<file path="src/rtl/midi_tx_if.sv">
`default_nettype none
// ============================================================================
// Module   : midi_tx_if
// Brief    : 8-bit Wishbone slave bus bundle for the MIDI transmitter.
// Revision : 1.0 - initial release
// ============================================================================
interface midi_tx_if;
    logic [7:0] wb_addr_i;
    logic [7:0] wb_dat_i;
    logic [7:0] wb_dat_o;
    logic       wb_stb_i;
    logic       wb_we_i;
    logic       wb_ack_o;

    modport master (
        output wb_addr_i, wb_dat_i, wb_stb_i, wb_we_i,
        input  wb_dat_o, wb_ack_o
    );

    modport slave (
        input  wb_addr_i, wb_dat_i, wb_stb_i, wb_we_i,
        output wb_dat_o, wb_ack_o
    );
endinterface
`default_nettype wire

</file>
<file path="src/rtl/midi_tx.sv">
`default_nettype none
// ============================================================================
// Module   : midi_tx
// Brief    : Wishbone-fed MIDI/UART 8N1 transmitter with a small TX FIFO.
//            Optional running-status compression: MIDI_TX_RUNNING_STATUS_EN.
// Revision : 1.0 - initial release
// ============================================================================
module midi_tx #(
    parameter int         CLKS_PER_BIT    = 8,
    parameter int         FIFO_DEPTH_LOG2 = 2,
    parameter logic [7:0] BASE_ADDR       = 8'h10
) (
    input  logic     wb_clk_i,
    input  logic     wb_rst_i,
    midi_tx_if.slave bus,
    output logic     midi_out,
    output logic     tx_busy
);
    localparam int              c_DEPTH       = 1 << FIFO_DEPTH_LOG2;
    localparam int              c_CW          = FIFO_DEPTH_LOG2 + 1;
    localparam logic [c_CW-1:0] c_FULL_CNT    = c_CW'(c_DEPTH);
    localparam logic [15:0]     c_BAUD_RELOAD = 16'(CLKS_PER_BIT - 1);

    typedef enum logic [1:0] {
        S_IDLE  = 2'd0,
        S_START = 2'd1,
        S_DATA  = 2'd2,
        S_STOP  = 2'd3
    } state_t;

    logic                       w_sel, w_wr, w_push, w_clr_ovf, w_push_ok;
    logic                       w_full, w_empty, w_pop, w_discard;
    logic [7:0]                 w_head, w_rdata;
    logic [7:0]                 r_mem [c_DEPTH];
    logic [FIFO_DEPTH_LOG2-1:0] r_wr_ptr, r_rd_ptr;
    logic [c_CW-1:0]            r_count;
    logic                       r_ovf;

    state_t      r_state, w_state_nx;
    logic [7:0]  r_shift, w_shift_nx;
    logic [15:0] r_baud, w_baud_nx;
    logic [2:0]  r_bit, w_bit_nx;
    logic        r_out, w_out_nx;

    // ------------------------------------------------------------ bus decode
    assign w_sel        = (bus.wb_addr_i[7:2] == BASE_ADDR[7:2]);
    assign w_wr         = bus.wb_stb_i & bus.wb_we_i & w_sel;
    assign w_push       = w_wr & (bus.wb_addr_i[1:0] == 2'd0);
    assign w_clr_ovf    = w_wr & (bus.wb_addr_i[1:0] == 2'd1) & bus.wb_dat_i[3];
    assign bus.wb_ack_o = bus.wb_stb_i & w_sel;

    always_comb begin
        w_rdata = 8'h00;
        if (w_sel && (bus.wb_addr_i[1:0] == 2'd1))
            w_rdata = {4'(r_count), r_ovf, w_full, w_empty, tx_busy};
    end
    assign bus.wb_dat_o = w_rdata;

    // ------------------------------------------------------------------ FIFO
    assign w_full    = (r_count == c_FULL_CNT);
    assign w_empty   = (r_count == '0);
    assign w_push_ok = w_push & ~w_full;
    assign w_head    = r_mem[r_rd_ptr];

    always_ff @(posedge wb_clk_i) begin
        if (w_push_ok)
            r_mem[r_wr_ptr] <= bus.wb_dat_i;
    end

    always_ff @(posedge wb_clk_i) begin
        if (wb_rst_i) begin
            r_wr_ptr <= '0;
            r_rd_ptr <= '0;
            r_count  <= '0;
            r_ovf    <= 1'b0;
        end else begin
            if (w_push_ok)
                r_wr_ptr <= r_wr_ptr + 1'b1;
            if (w_pop)
                r_rd_ptr <= r_rd_ptr + 1'b1;
            case ({w_push_ok, w_pop})
                2'b10:   r_count <= r_count + 1'b1;
                2'b01:   r_count <= r_count - 1'b1;
                default: r_count <= r_count;
            endcase
            // Overflow is judged on the pre-edge full flag, so a same-edge pop
            // does not rescue the byte; a set beats a same-edge clear.
            if (w_push && w_full)
                r_ovf <= 1'b1;
            else if (w_clr_ovf)
                r_ovf <= 1'b0;
        end
    end

    // -------------------------------------------------------- running status
`ifdef MIDI_TX_RUNNING_STATUS_EN
    logic [7:0] r_last;
    logic       r_last_vld;
    logic       w_is_chan, w_is_sys;

    assign w_is_chan = (w_head[7:4] >= 4'h8) && (w_head[7:4] <= 4'hE);
    assign w_is_sys  = (w_head[7:3] == 5'b11110);
    assign w_discard = w_is_chan && r_last_vld && (w_head == r_last);

    always_ff @(posedge wb_clk_i) begin
        if (wb_rst_i) begin
            r_last     <= 8'h00;
            r_last_vld <= 1'b0;
        end else if (w_pop) begin
            if (w_is_chan && !w_discard) begin
                r_last     <= w_head;
                r_last_vld <= 1'b1;
            end else if (w_is_sys) begin
                r_last_vld <= 1'b0;
            end
        end
    end
`else
    assign w_discard = 1'b0;
`endif

    // -------------------------------------------------------------- TX FSM
    always_ff @(posedge wb_clk_i) begin
        if (wb_rst_i) begin
            r_state <= S_IDLE;
            r_shift <= 8'h00;
            r_baud  <= 16'd0;
            r_bit   <= 3'd0;
            r_out   <= 1'b1;
        end else begin
            r_state <= w_state_nx;
            r_shift <= w_shift_nx;
            r_baud  <= w_baud_nx;
            r_bit   <= w_bit_nx;
            r_out   <= w_out_nx;
        end
    end

    always_comb begin
        w_state_nx = r_state;
        w_shift_nx = r_shift;
        w_baud_nx  = r_baud;
        w_bit_nx   = r_bit;
        w_out_nx   = r_out;
        w_pop      = 1'b0;
        case (r_state)
            S_IDLE: begin
                if (!w_empty) begin
                    w_pop = 1'b1;
                    if (!w_discard) begin
                        w_state_nx = S_START;
                        w_shift_nx = w_head;
                        w_baud_nx  = c_BAUD_RELOAD;
                        w_out_nx   = 1'b0;
                    end
                end
            end
            S_START: begin
                if (r_baud == 16'd0) begin
                    w_state_nx = S_DATA;
                    w_baud_nx  = c_BAUD_RELOAD;
                    w_bit_nx   = 3'd0;
                    w_out_nx   = r_shift[0];
                    w_shift_nx = {1'b0, r_shift[7:1]};
                end else begin
                    w_baud_nx = r_baud - 16'd1;
                end
            end
            S_DATA: begin
                if (r_baud == 16'd0) begin
                    w_baud_nx = c_BAUD_RELOAD;
                    if (r_bit == 3'd7) begin
                        w_state_nx = S_STOP;
                        w_out_nx   = 1'b1;
                    end else begin
                        w_bit_nx   = r_bit + 3'd1;
                        w_out_nx   = r_shift[0];
                        w_shift_nx = {1'b0, r_shift[7:1]};
                    end
                end else begin
                    w_baud_nx = r_baud - 16'd1;
                end
            end
            S_STOP: begin
                if (r_baud == 16'd0) begin
                    w_state_nx = S_IDLE;
                    // Chain straight into the next start bit with no idle gap.
                    if (!w_empty) begin
                        w_pop = 1'b1;
                        if (!w_discard) begin
                            w_state_nx = S_START;
                            w_shift_nx = w_head;
                            w_baud_nx  = c_BAUD_RELOAD;
                            w_out_nx   = 1'b0;
                        end
                    end
                end else begin
                    w_baud_nx = r_baud - 16'd1;
                end
            end
            default: w_state_nx = S_IDLE;
        endcase
    end

    assign midi_out = r_out;
    assign tx_busy  = (r_state != S_IDLE);

endmodule
`default_nettype wire
</file>
<file path="src/flat_wrapper.sv">
// flat-port wrapper written by rule: the top's interface ports become plain ports
module midi_tx_flat 
#(
    parameter int         CLKS_PER_BIT    = 8,
    parameter int         FIFO_DEPTH_LOG2 = 2,
    parameter logic [7:0] BASE_ADDR       = 8'h10
)
  (wb_clk_i, wb_rst_i, midi_out, tx_busy, bus_wb_addr_i, bus_wb_dat_i, bus_wb_stb_i, bus_wb_we_i, bus_wb_dat_o, bus_wb_ack_o);
  midi_tx_if bus_i ();
  input  logic wb_clk_i;
  input  logic wb_rst_i;
  output logic midi_out;
  output logic tx_busy;
  input wire logic [$bits(bus_i.wb_addr_i)-1:0] bus_wb_addr_i;
  input wire logic [$bits(bus_i.wb_dat_i)-1:0] bus_wb_dat_i;
  input wire logic [$bits(bus_i.wb_stb_i)-1:0] bus_wb_stb_i;
  input wire logic [$bits(bus_i.wb_we_i)-1:0] bus_wb_we_i;
  output wire logic [$bits(bus_i.wb_dat_o)-1:0] bus_wb_dat_o;
  output wire logic [$bits(bus_i.wb_ack_o)-1:0] bus_wb_ack_o;
  assign bus_i.wb_addr_i = bus_wb_addr_i;
  assign bus_i.wb_dat_i = bus_wb_dat_i;
  assign bus_i.wb_stb_i = bus_wb_stb_i;
  assign bus_i.wb_we_i = bus_wb_we_i;
  assign bus_wb_dat_o = bus_i.wb_dat_o;
  assign bus_wb_ack_o = bus_i.wb_ack_o;
  midi_tx #(.CLKS_PER_BIT(CLKS_PER_BIT), .FIFO_DEPTH_LOG2(FIFO_DEPTH_LOG2), .BASE_ADDR(BASE_ADDR)) u_core (.wb_clk_i(wb_clk_i), .wb_rst_i(wb_rst_i), .bus(bus_i), .midi_out(midi_out), .tx_busy(tx_busy));
endmodule
</file>
<file path="config.mk">
export PLATFORM = sky130hd
export DESIGN_NAME = midi_tx_flat
export DESIGN_NICKNAME = d
export VERILOG_FILES = /design/src/rtl/midi_tx_if.sv /design/src/rtl/midi_tx.sv /design/src/flat_wrapper.sv
export SDC_FILE = /design/constraint.sdc
export NUM_CORES = 1
export LEC_CHECK = 0
export BUFFER_PORTS_ARGS = -buffer_cell sky130_fd_sc_hd__buf_2
export CAP_MARGIN = 10
export CORE_UTILIZATION = 30
export DETAILED_ROUTE_END_ITERATION = 10
export SETUP_SLACK_MARGIN = 0.05
export SYNTH_ARGS = -nofsm -noshare
export SYNTH_HDL_FRONTEND = slang
export SYNTH_SLANG_ARGS = --single-unit
</file>
<file path="constraint.sdc">
create_clock -name wb_clk_i -period 3 [get_ports wb_clk_i]
set_clock_uncertainty 0.05 [all_clocks]
set_input_delay 0.3 -clock wb_clk_i [delete_from_list [all_inputs] [get_ports wb_clk_i]]
set_output_delay 0.3 -clock wb_clk_i [all_outputs]
set_load 0.05 [all_outputs]
</file>
**Word-level counts from Yosys, hierarchy flattened**

Memory sizes are Yosys's and may differ from the RTL's. A register that Yosys moved wholly into a read port is not among the register bits.
Cells that the tools add are included.

- Add/sub/neg operators: 6
- Eq/ne operators: 15
- Multiplexer cells: 38
- Bitwise logic cells: 8
- Reductions and logical operators: 15

Operators with widths:

| operator | number |
|---|---|
| $mux 16 | 3 |
| $pmux 16 s3 | 1 |
| $mux 8 | 5 |
| $pmux 8 s4 | 1 |
| $logic_not 16->1 | 1 |
| $sub 16x1->16 const B | 1 |
| $mux 2 | 7 |
| $mux 1 | 12 |
| $pmux 3 s2 | 2 |
| $mux 3 | 3 |
| $ne 2x1->1 const B | 4 |
| $pmux 2 s4 | 1 |
| $reduce_and 4->1 | 2 |
| $reduce_bool 2->1 | 4 |
| $and 1x1->1 | 7 |
| $mux 7 | 1 |
| $add 3x1->3 const B | 2 |
| $eq 2x1->1 const B | 3 |
| $eq 2x2->1 const B | 3 |
| $eq 3x3->1 const B | 2 |
| $eq 6x3->1 const B | 1 |
| $reduce_and 5->1 | 1 |
| $add 2x1->2 const B | 2 |
| $logic_not 2->1 | 2 |
| 9 further kinds | 11 |

- Register bits after elaboration: 38
- Memory bits (writable): 32
- Bits of input ports: 20
- Output and inout bits: 11
- Logic and storage cells: 92
- Memories kept: 1

Memory list:

| name | words | width | read ports | clocked after memory_dff | wr ports | RTL line | RTL |
|---|---|---|---|---|---|---|---|
| u_core.r_mem | 4 | 8 | 1 | 1 | 1 | midi_tx.sv:34 | `logic [7:0] r_mem [c_DEPTH];` |

**Depth between registers and ports, before layout**

- Word-level depth: 6
- Depth in mapped cells: 11
- Gate-level depth less buffers: 11

**Worst setup path before layout**

No wires, ideal clock.

- Path kind: register to register
- Start point: register u_core.r_state[1]
- End point: register u_core.r_count[2]
- Arrival time: 2.557 ns
- Required time: 2.879 ns
- Path slack: 0.323 ns
- Cell stages (with the launch flop): 12
- Path through: dfxtp_1 -> inv_1 -> ha_1 -> inv_1 -> nor3_1 -> a31oi_1 -> inv_1 -> ha_1 -> fa_1 -> xnor2_1 -> or3_1 -> a21oi_1

- Cells in the longest elaborated chain, start to end: 4
- Elaborated cells on any way between the ends: 7
- Classes of those cells: 3 x eq/ne; 2 x mux; 2 x reduce/logical

Ends and longest elaborated chain:

| what | RTL line | RTL |
|---|---|---|
| from (decl) | midi_tx.sv:39 | `state_t r_state, w_state_nx;` |
| from (signal assigned) | midi_tx.sv:131 | `r_state <= w_state_nx;` |
| $eq 2x2->1 / $logic_not 2->1 (equally long branches) | midi_tx.sv:146 | `case (r_state)` |
| $pmux 1 s2 * | midi_tx.sv:146 |  |
| via u_core.w_pop | midi_tx.sv:32 | `logic w_full, w_empty, w_pop, w_discard;` |
| $eq 2x1->1 / $eq 2x2->1 (equally long branches) | midi_tx.sv:81 | `case ({w_push_ok, w_pop})` |
| $pmux 3 s2 / $reduce_bool 2->1 (equally long branches) | n/a |  |
| to (signal assigned) | midi_tx.sv:82 | `2'b10: r_count <= r_count + 1'b1;` |
| to (signal assigned) | midi_tx.sv:83 | `2'b01: r_count <= r_count - 1'b1;` |
| to (signal assigned) | midi_tx.sv:84 | `default: r_count <= r_count;` |
| to (decl) | midi_tx.sv:36 | `logic [c_CW-1:0] r_count;` |

Mark *: on every way through the listed nets, which the timed path passes. The rest lies on a longest branch.
A chain may end at the register's enable or synchronous reset.

**Worst setup path after layout**

- Start point: register u_core.r_baud[0]
- End point: register u_core.r_count[2]

- Cells in the longest elaborated chain, start to end: 5
- Elaborated cells on any way between the ends: 7
- Classes of those cells: 2 x eq/ne; 3 x mux; 2 x reduce/logical

Ends and longest elaborated chain:

| what | RTL line | RTL |
|---|---|---|
| from (decl) | midi_tx.sv:41 | `logic [15:0] r_baud, w_baud_nx;` |
| from (signal assigned) | midi_tx.sv:133 | `r_baud <= w_baud_nx;` |
| $logic_not 16->1 * | midi_tx.sv:185 | `if (r_baud == 16'd0) begin` |
| $mux 1 * | midi_tx.sv:185 |  |
| $pmux 1 s2 * | midi_tx.sv:146 |  |
| via u_core.w_pop | midi_tx.sv:32 |  |
| $eq 2x1->1 / $eq 2x2->1 (equally long branches) | midi_tx.sv:81 |  |
| $pmux 3 s2 / $reduce_bool 2->1 (equally long branches) | n/a |  |

Marks and branches as above.

==> reports/qor.csv <==
metric,value,unit
cp.arrival,2.97,ns
status,"finished, final reports clean",
die_x,110,um
seq_area,1760,um2
yosys.area.top_type,edfxtp_1,
nFillCells,1151,
p_leak,1.66,nW
slew_viol_final,0,
grt_overflow,0,
ctsHoldBuffers,0,
grt_pass1_wl,12.1,mm
clk_pin_slew,0.06,ns
hold_violations,0,
slowest_delay,0.40,ns
intPower,1.96,mW
syn_to_final_growth,17.4,%
wl_per_cell,14.3,um
pre_cts_slack,0.271,ns
worst_pin_slew,0.663,ns
num_vias,2460,
cts_root_buf,clkbuf_16,
ys_seq_area_share,50.1,%
die-height,110,um
worst_path_max_delay_cell,dfxtp_1,
crit_required,3.21,ns
peakVddDrop,0.346,mV
routed_via_density,4.94,
grt_usage,13.4,%
crit_type,reg -> reg,
worstPathMaxFanout,5,
initial_core_util,30.8,%
antenna_cells,0,
ctsResizeCount,0,
multi_input_area,1660,um2
dpl.hpwl,4.95,mm
hold_slack,0.129,ns
finalWirelength,7.13,mm
yosys-top-cells-area,"edfxtp_1 (27%), dfxtp_1 (23%), mux4_2 (5.1%), ha_1 (4.6%), nor2_1 (3.8%)",
fin_crit,2.76,ns
synthCells,313,
clockPowerShare,34.7,%
route.detailed.drc,0,
cts_setup_buffers,0,
ys_warn_count,0,
num_rows,39,
core,11400,um2
p_per_area,695,nW/um2
synth-edff-count,32,
cts_buffers,9,
grt_max_degree,33,
die_area,12200,um2
ys_ff_latch,72,
cts_buffer_depth,2,
dr.pass1.iters,4,
switchingPower,0.914,mW
power_frac_comb,26.0,%
start_kind,flop,
setup_viol,0,
drt_iter0_markers,120,
antenna_left,0,
synth_nets,347,
fin_crit_sh,92.0,%
setup_slack,0.241,ns
path_cells,inv_1 > ha_1 > nand2b_1 > nor4_4 > a31oi_1 > inv_1 > ha_1 > fa_1 > xnor2_1 > or3_1 > a21oi_1,
syn_avg_cell_area,11.2,um2
synth_flop_cell,dfxtp_1,
cts_tree,yes,
drive_gt1_share,23.7,%
htree_levels,3,
hold_path_class,in -> reg,
synth_area,3520,um2
maxCapViolCount,0,
synthArstFlopShare,0,%
antenna_found_initial,0,
total_power,2.87,mW
relSlewSlack,55.8,%
clock_sinks,72,
grt_pass1_vias,2562,
switching_share,31.8,%
synth_cell_types,63,
clk_latency,0.33,ns
cp-end-kind,flop,
ioPinCount,31,
io_buffers,29,
rsz0062_at_grt,no,
place_congestion,0.777,
fmax,362,MHz
tns,0,ns
synthDominantCellAreaShare,27.3,%
seq_power_share,39.4,%
nets,384,
-- path summary, 6_finish.rpt --
kind,from,endpoint,slack [ns],depth (start not counted)
hold / removal,bus_wb_dat_i[5],u_core.r_mem[3][5],0.13,1
setup / recovery,u_core.r_baud[0],u_core.r_count[2],0.24,11
hold reg to reg,u_core.r_shift[7],u_core.r_shift[7],0.42,2
setup reg to reg,u_core.r_baud[0],u_core.r_count[2],0.24,11
-- power groups by stage --
stage	clock network (mW)	registers (mW)	logic, mW
6_report	0.995	1.13	0.745
3_3_place_gp	0	1.15	0.735
5_1_grt	1.07	1.14	0.821
2_1_floorplan	0	1.16	0.541
3_5_place_dp	0	1.15	0.743
4_1_cts	1.03	1.13	0.749
-- cells in the mapped netlist (3+ instances only) --
| master | number |
|---|---|
| clkbuf_1 | 7 |
| mux2i_1 | 11 |
| and2_1 | 5 |
| a21oi_1 | 12 |
| nor3_1 | 8 |
| nand2_1 | 16 |
| inv_1 | 12 |
| a21o_1 | 4 |
| a31oi_1 | 3 |
| edfxtp_1 | 32 |
| mux2_2 | 9 |
| o21ai_0 | 11 |
| dfxtp_1 | 40 |
| nand3_1 | 8 |
| nand2b_1 | 6 |
| and3_1 | 6 |
| xnor2_1 | 4 |
| mux4_2 | 8 |
| or3_1 | 6 |
| ha_1 | 13 |
| nor2_1 | 36 |
-- sequential cells by signal, summed over array words and instances, names as in the netlist, named ones only --
register / flops
u_core.r_mem: 32
u_core.r_baud: 16
u_core.r_shift: 8
u_core.r_bit: 3
u_core.r_count: 3
u_core.r_rd_ptr: 2
u_core.r_state: 2
u_core.r_wr_ptr: 2
u_core.midi_out: 1
u_core.r_ovf: 1
-- cell usage in the layout (no fill, tap or decap), drive strengths merged, types with 9 or more instances in the layout --
master	synthesis	final
inv	12	14
nor2	36	36
nand2	16	16
buf	4	37
dfxtp	40	40
clkbuf	7	9
mux2	9	9
mux2i	11	11
a21oi	12	12
edfxtp	32	32
ha	13	13
nor3	9	9
o21ai	12	12
-- worst max-delay path: cells and delay by family, from the launching register on --
family | cells | cell delay, ns
and+or+nand+nor | 3 | 0.54
DFF | 1 | 0.40
buffers and inverters | 2 | 0.17
AOI/OAI and AO/OA | 2 | 0.51
adders and majority gates | 3 | 0.89
xor gates and xnor gates | 1 | 0.14
-- through the flow --
step | cell area [um2] | instances | util (%)
4_1_cts | 4130 | 498 | 36.2
3_5_place_dp | 3850 | 482 | 33.7
2_1_floorplan | 3520 | 313 | -
3_3_place_gp | 3850 | 482 | 33.7
5_1_grt | 4130 | 498 | 36.2
6_report | 4130 | 498 | 36.2
-- cells by family after synthesis --
group	Yosys count	synth area share, %
simple gates	117	19.0
flops	72	50.1
compound gates	52	10.2
mux	28	11.1
buf+inv	23	2.81
fa+ha+maj	14	5.19
xor+xnor	6	1.49
other cells	1	0.107
-- routing by layer --
metal  share of wire, %  track usage (%)  up-vias  wire length (um)
li1                   -                -     1231                 -
met1                 47             16.1     1185              3360
met2                 48             22.3       31              3400
met3                2.9             3.76       13               209
met4                2.1             6.20        0               150
met5                  0                0        -                 0
-- cell type report --
| type | instances | share of cell area [%] |
|---|---|---|
| Clock buffer | 9 | 5.45 |
| Clock inverter | 7 | 1.33 |
| Inverter | 12 | 1.09 |
| Multi-Input combinational cell | 218 | 40.2 |
| Sequential cell | 72 | 42.7 |
| Tap cell | 143 | 4.33 |
| Timing Repair Buffer | 37 | 4.97 |
Note: power is estimated with default switching activity, not from simulation.
